File: src/rtl/mod3_pkg.sv
// mod3_pkg: shared types and the residue-to-check-bits mapping for the mod-3 framed serial transmitter.
`default_nettype none

package mod3_pkg;

  typedef enum logic [1:0] {
    IDLE = 2'd0,
    DATA = 2'd1,
    CHK1 = 2'd2,
    CHK0 = 2'd3
  } state_t;

  typedef logic [1:0] residue_t;

  // Check bits c[1:0] = (3 - rem) mod 3, so that {payload, c} is a multiple of 3.
  function automatic logic [1:0] chk_bits(input residue_t rem);
    logic [1:0] c;
    case (rem)
      2'd1:    c = 2'b10;
      2'd2:    c = 2'b01;
      default: c = 2'b00;
    endcase
    return c;
  endfunction

endpackage

`default_nettype wire

File: src/rtl/mod3_residue_step.sv
// mod3_residue_step: next running residue (2*rem + bit) mod 3 for an MSB-first bit stream.
`default_nettype none

module mod3_residue_step
  import mod3_pkg::*;
(
  input  residue_t rem_i,
  input  logic     bit_i,
  output residue_t rem_o
);

  always_comb begin
    rem_o = 2'd0;
    case ({rem_i, bit_i})
      3'b00_0: rem_o = 2'd0;
      3'b00_1: rem_o = 2'd1;
      3'b01_0: rem_o = 2'd2;
      3'b01_1: rem_o = 2'd0;
      3'b10_0: rem_o = 2'd1;
      3'b10_1: rem_o = 2'd2;
      default: rem_o = 2'd0;
    endcase
  end

endmodule

`default_nettype wire

File: src/rtl/mod3_serial_tx.sv
// mod3_serial_tx: serialises a DATA_W-bit payload MSB-first and appends two check bits
// so that every DATA_W+2 bit frame, read as an unsigned number, is divisible by 3.
`default_nettype none

module mod3_serial_tx
  import mod3_pkg::*;
#(
  parameter int DATA_W = 8
) (
  input  logic              i_clk,
  input  logic              i_rst_n,
  input  logic [DATA_W-1:0] i_data,
  input  logic              i_valid,
  output logic              o_ready,
  output logic              o_bit,
  output logic              o_bit_valid,
  input  logic              i_bit_ready,
  output logic              o_sof,
  output logic              o_eof
);

  localparam int CNT_W = (DATA_W > 1) ? $clog2(DATA_W) : 1;
  localparam logic [CNT_W-1:0] CNT_LAST = CNT_W'(DATA_W - 1);

  state_t            state_q;
  logic [DATA_W-1:0] shift_q;
  logic [CNT_W-1:0]  cnt_q;
  residue_t          rem_q;
  residue_t          rem_d;
  logic [1:0]        chk_q;
  logic              bit_d;
  logic              active;
  logic              ready_int;
  logic              bit_hs;
  logic              accept;

  assign active    = (state_q != IDLE);
  assign ready_int = (state_q == IDLE) || ((state_q == CHK0) && i_bit_ready);
  assign bit_hs    = active && i_bit_ready;
  assign accept    = i_valid && ready_int;

  mod3_residue_step u_step (
    .rem_i (rem_q),
    .bit_i (shift_q[DATA_W-1]),
    .rem_o (rem_d)
  );

  always_comb begin
    bit_d = 1'b0;
    case (state_q)
      DATA:    bit_d = shift_q[DATA_W-1];
      CHK1:    bit_d = chk_q[1];
      CHK0:    bit_d = chk_q[0];
      default: bit_d = 1'b0;
    endcase
  end

  // Outputs are decoded from registered state and forced low while reset is held.
  assign o_ready     = i_rst_n && ready_int;
  assign o_bit       = i_rst_n && bit_d;
  assign o_bit_valid = i_rst_n && active;
  assign o_sof       = i_rst_n && (state_q == DATA) && (cnt_q == '0);
  assign o_eof       = i_rst_n && (state_q == CHK0);

  always_ff @(posedge i_clk) begin
    if (!i_rst_n) begin
      state_q <= IDLE;
      shift_q <= '0;
      cnt_q   <= '0;
      rem_q   <= 2'd0;
      chk_q   <= 2'b00;
    end else begin
      case (state_q)
        IDLE: begin
          if (accept) begin
            shift_q <= i_data;
            cnt_q   <= '0;
            rem_q   <= 2'd0;
            state_q <= DATA;
          end
        end
        DATA: begin
          if (bit_hs) begin
            shift_q <= {shift_q[DATA_W-2:0], 1'b0};
            rem_q   <= rem_d;
            if (cnt_q == CNT_LAST) begin
              chk_q   <= chk_bits(rem_d);
              cnt_q   <= '0;
              state_q <= CHK1;
            end else begin
              cnt_q <= cnt_q + 1'b1;
            end
          end
        end
        CHK1: begin
          if (bit_hs) state_q <= CHK0;
        end
        CHK0: begin
          // Accepting here implies the final check bit is handshaked this cycle.
          if (accept) begin
            shift_q <= i_data;
            cnt_q   <= '0;
            rem_q   <= 2'd0;
            state_q <= DATA;
          end else if (bit_hs) begin
            state_q <= IDLE;
          end
        end
        default: state_q <= IDLE;
      endcase
    end
  end

endmodule

`default_nettype wire

File: config.mk
export PLATFORM = sky130hd
export DESIGN_NAME = mod3_serial_tx
export DESIGN_NICKNAME = d
export VERILOG_FILES = /design/src/rtl/mod3_pkg.sv /design/src/rtl/mod3_residue_step.sv /design/src/rtl/mod3_serial_tx.sv
export SDC_FILE = /design/constraint.sdc
export NUM_CORES = 1
export LEC_CHECK = 0
export ABC_AREA = 0
export CAP_MARGIN = 25
export CORE_ASPECT_RATIO = 1.1
export CORE_MARGIN = 5
export CORE_UTILIZATION = 29
export DETAILED_ROUTE_END_ITERATION = 10
export DONT_BUFFER_PORTS = 1
export GPL_TIMING_DRIVEN = 0
export PLACE_DENSITY_LB_ADDON = 0.12
export SYNTH_ARGS = -nofsm -noshare
export SYNTH_HDL_FRONTEND = slang
export SYNTH_SLANG_ARGS = --single-unit
File: constraint.sdc
create_clock -name i_clk -period 1.66 [get_ports i_clk]
set_input_delay 0.166 -clock i_clk [delete_from_list [all_inputs] [get_ports i_clk]]
set_output_delay 0.166 -clock i_clk [all_outputs]
set_load 0.01 [all_outputs]
# After elaboration in Yosys (flattened, before gate mapping)
# Index checks and enable logic that the tools add are counted.
totals:
  ff_bits: 17
  latchBits: 0
  mem_bits_rw: 0
  rom_bits: 0
  input_bits: 12
  out_inout_bits: 5
  wordCells: 62
  n_memories: 0
op_classes:
  add_sub_neg: 1
  n_mul: 0
  div_mod_pow: 0
  n_lt_le_gt_ge: 0
  n_eq_ne: 16
  shift: 0
  n_mux: 20
  bitwise: 0
  n_reduce_logical: 20
ops:
  columns: ["operator", "count"]
  rows:
  - ["$mux 2", 8]
  - ["$mux 8", 2]
  - ["$pmux 8 s2", 1]
  - ["$pmux 2 s2", 3]
  - ["$eq 3x3->1 const B", 3]
  - ["$logic_and 1x1->1", 9]
  - ["$mux 3", 3]
  - ["$pmux 2 s4", 1]
  - ["$eq 2x2->1 const B", 3]
  - ["$ne 2x2->1 const B", 3]
  - ["$pmux 3 s2", 1]
  - ["$reduce_and 3->1", 2]
  - ["$reduce_or 2->1", 3]
  - ["$reduce_and 5->1", 1]
  - ["$eq 2x1->1 const B", 2]
  - ["$ne 2x1->1 const B", 2]
  - ["$reduce_bool 2->1", 2]
  - ["$add 3x1->3 const B", 1]
  - ["$eq 3x1->1 const B", 1]
  - ["$eq 3x2->1 const B", 1]
  - ["$logic_not 3->1", 1]
  - ["$ne 3x3->1 const B", 1]
  - ["$pmux 1 s3", 1]
  - ["$logic_not 2->1", 1]
  - ["$logic_or 1x1->1", 1]

# Logic depth before layout (Yosys ltp)
logic_depth:
  depth_word: 6
  ltp_mapped: 7
  mapped_depth_nobuf: 6

# Cells and area by module
# From an unflattened synthesis, not the netlist that was laid out.
hier_totals:
  hier_cells: 114
  hier_area_um2: 1151.1
by_module_without_submodules:
  columns: ["module", "instances", "cells_per_inst", "area_each_um2", "seq_area_each_um2"]
  rows:
  - ["mod3_serial_tx", 1, 109, 1122.3, 340.3]
  - ["mod3_residue_step", 1, 5, 28.8, 0.0]

# Least setup slack after synthesis
# Ideal clock, no wire load.
synth_path:
  kind: "register to register"
  from: "register state_q[0]"
  to: "register shift_q[7]"
  setup_time_ns: 0.079
  arrival_ns: 1.506
  required_ns: 1.581
  setup_slack_ns: 0.074
  path_stages_with_launch: 8
  path_buffers: 1
  synth_period_minus_slack_ns: 1.586
  cell_sequence: "dfxtp_1 -> inv_1 -> ha_1 -> buf_6 -> and3b_4 -> o21a_4 -> nor3_2 -> a211oi_2"
synth_between:
  elab_chain_cells: 6
  word_cells_on_any_way: 14
  classes_between: "eq/ne (4); mux (1); reduce/logical (9)"
synth_rtl:
  columns: ["element", "line_no", "text"]
  rows:
  - ["start, declared", "mod3_serial_tx.sv:25", "state_t state_q;"]
  - ["start signal, assigned", "mod3_serial_tx.sv:67", "state_q <= IDLE;"]
  - ["start signal, assigned", "mod3_serial_tx.sv:79", "state_q <= DATA;"]
  - ["start signal, assigned", "mod3_serial_tx.sv:89", "state_q <= CHK1;"]
  - ["$eq 2x2->1", "mod3_serial_tx.sv:38, mod3_serial_tx.sv:73", null]
  - ["$logic_and 1x1->1", "mod3_serial_tx.sv:38", "assign ready_int = (state_q == IDLE) || ((state_q == CHK0) && i_bit_ready);"]
  - ["$logic_or 1x1->1", "mod3_serial_tx.sv:38", null]
  - ["$logic_and 1x1->1", "mod3_serial_tx.sv:40", "assign accept = i_valid && ready_int;"]
  - ["$ne 2x1->1 (no line)", null, null]
  - ["$reduce_and 3->1 (no line)", null, null]
  - ["end signal, assigned", "mod3_serial_tx.sv:76", "shift_q <= i_data;"]
  - ["end signal, assigned", "mod3_serial_tx.sv:84", "shift_q <= {shift_q[DATA_W-2:0], 1'b0};"]
  - ["end signal, assigned", "mod3_serial_tx.sv:101", "shift_q <= i_data;"]
  - ["end, declared", "mod3_serial_tx.sv:26", "logic [DATA_W-1:0] shift_q;"]
# Several ways; a longest one is shown, not always the timed one.
# A chain may end at the register's enable or synchronous reset.

# Worst setup path in the final report
layout_path:
  from: "register state_q[0]"
  to: "register shift_q[1]"
# Same word-level chain as after synthesis.

==> impl_metrics.toml <==
[clock_network]
clock_sinks = 17
htree_levels = 1
clk_pin_slew_worst_paths_ns = 0.07
insertion_delay_ns = 0.25
cts_made_buffers = 3
clk_path_buf_depth = 2
cts_tree = "built"
clockRootBuffer = "clkbuf_8"

[synthesis]
synth.distinct_cells = 42
yosys-top-cells-area = "dfxtp_1, ha_1, a211oi_2"
ys_seq_area_frac = 0.3080
yosysTopAreaCell = "dfxtp_1"
avgSynthCellArea_um2 = 9.691
syn_area_um2 = 1105
synth_seq_cells = 17
synth_top_area_frac = 0.3080
synth.net_count = 134
synth-edff-count = 0
syn_inst = 114
async_flop_share = 0
synthFlopType = "dfxtp_1"
yosysWarnings = 0

[critical_path]
endpoint_kind = "flip-flop"
critPathKind = "reg2reg"
crit_start = "state_q[0]"
worstPathMaxFanout = 6
r2r_start = "state_q[0]"
cp.required_ns = 1.84
critPathLaunchType = "flip-flop"
critPathArrivalTime_ns = 1.79

[detailed_routing]
met1_length_mm = 1.195
drc_errors = 0
dr.pass1.iters = 6
vias_per_cell = 5.161
wl_per_cell_um = 15.10
antenna_left = 0
vias = 898
topRoutingLayerUsed = "met4"
first_iter_violations = 40
routed_wirelength_mm = 2.627
dr_wl_met3_um = 121
wl_met2_mm = 1.261

[global_route]
grt_pass1_vias = 938
grt_usage = 0.1193
antenna_found_initial = 0
grt_pass1_wl_mm = 4.560
grt_start_max_net_pins = 11
overflow = 0

[sta]
setup_tns_ns = 0
fin_crit_ns = 1.613
max-slew-margin-rel = 0.6329
finalSetupViolations = 0
fmax_ghz = 0.6201
final_min_period_over_clock_period = 0.9715
maxSlewViolCount = 0
worst_slack_ns = 0.04738
worst_clock_skew_ns = 0.003779
hold_viol = 0
grt_setup_unrepaired = "true"
worst_slew_pin_slew_ns = 0.5506

[pwr]
total_power_uw = 2232
p_per_area_nw_per_um2 = 1707
p_leak_uw = 0.0004873
vdd_ir_drop_max_mv = 0.7515

[place]
place_ws_ns = -0.1248
dpl_cell_area_um2 = 1167
io_buffers = 0
place.gp.congestion = 0.7384
dp_hpwl_mm = 1.865

[run_status]
status = "finished clean"

[floorplan]
placementRows = 23
die_w_um = 68.85
coreArea_um2 = 3655
die_area_um2 = 5146
io_pins = 17
die_y_um = 74.74
initial_core_util = 0.3023

[worst_hold_path]
min_from = "i_rst_n"
hold_class = "in2reg"

[finish]
syn2layout_area_growth_pct = 18.35
seq_area_um2 = 347.8
multi_input_area_um2 = 747.0
nFillCells = 385
final_nets = 145
design_area_um2 = 1308
n_antenna_cell = 0
drive_above_1_share = 0.3387

[run]
drv_cap = 0
cells in the final DEF, fill, tap and decap left out, types with 2 or more instances in the layout:
cell / n
a211oi_2: 7
a21oi_1: 7
a31oi_1: 3
buf_2: 2
buf_4: 5
buf_6: 2
clkbuf_1: 2
clkbuf_8: 3
dfxtp_1: 15
dfxtp_4: 2
ha_1: 7
inv_1: 5
inv_4: 2
mux2i_1: 7
nand2_1: 2
nand2_4: 2
nand3_1: 2
nand4_1: 2
nor2_1: 9
nor2b_2: 2
nor3_1: 3
nor3_2: 8
worst max-delay path: stages, from the launching register on:
cell	delay [ns]
dfxtp_4	0.37
inv_4	0.07
ha_4	0.13
buf_6	0.10
and3b_4	0.21
o21ai_4	0.29
nand2_4	0.13
a211oi_2	0.23
layer usage:
metal | vias to the layer above | track usage
met5 | - | 0
met4 | 0 | 0.05628
met3 | 5 | 0.03134
met2 | 15 | 0.1917
met1 | 435 | 0.1477
li1 | 443 | -
synth_stat cells (2+ instances only):
cell type and number:
a31oi_1 3, nand2_1 2, nand3_1 2, a211oi_2 7, dfxtp_1 17, inv_1 7
ha_1 8, a21oi_1 8, mux2i_1 7, nor3_2 7, buf_4 2, nor2_1 9
nor3_1 4, nor2b_1 2, nand4_1 2
stage by stage:
step / instances / hold WS, ns / utilization
final: 174 / 0.05302 / 0.3578
after floorplan: 114 / 0.3052 / -
after global placement: 164 / 0.3117 / 0.3194
after global routing: 174 / 0.06072 / 0.3578
after CTS: 168 / 0.04620 / 0.3389
after detailed placement: 164 / 0.3211 / 0.3194
repair_timing:
action | CTS | global route
hold buffers | 0 | 0
buffers inserted | 0 | 4
setup endpoints to repair | 16 | 16
gates resized for setup | 6 | 9
cloned | 0 | 2
pin swaps | 1 | 6
layout make-up:
type,instances,share of cell area
Buffer,5,0.02967
Clock buffer,4,0.03445
Inverter,7,0.02392
Multi-Input combinational cell,86,0.5713
Sequential cell,17,0.2660
Tap cell,50,0.04785
Timing Repair Buffer,5,0.02679
power breakdown:
group          leakage, µW  internal (µW)  switching [µW]
combinational     0.000325            612             675
sequential        0.000140            529             104
clock            0.0000228            170             142
total             0.000487           1310             921
cells by family after synthesis:
group,after synthesis,synth area share
buf+inv,12,0.05548
mux,7,0.06342
compound gates,28,0.2197
xor+xnor,1,0.007929
flops,17,0.3080
simple gates,41,0.2548
fa+ha+maj,8,0.09060
worst paths after layout:
check	slack (ns)	end	cells past startpoint
worst min register to register	0.47	shift_q[0]	2
worst max-delay path	0.05	shift_q[1]	7
worst min-delay path	0.05	shift_q[0]	2
worst max register to register	0.05	shift_q[1]	7
sequential cells by signal (all words and copies together), names as in the netlist:
register,cells
chk_q,2
cnt_q,3
state_q,2
shift_q,8
rem_q,2
Power figures use the tool's default switching activity.
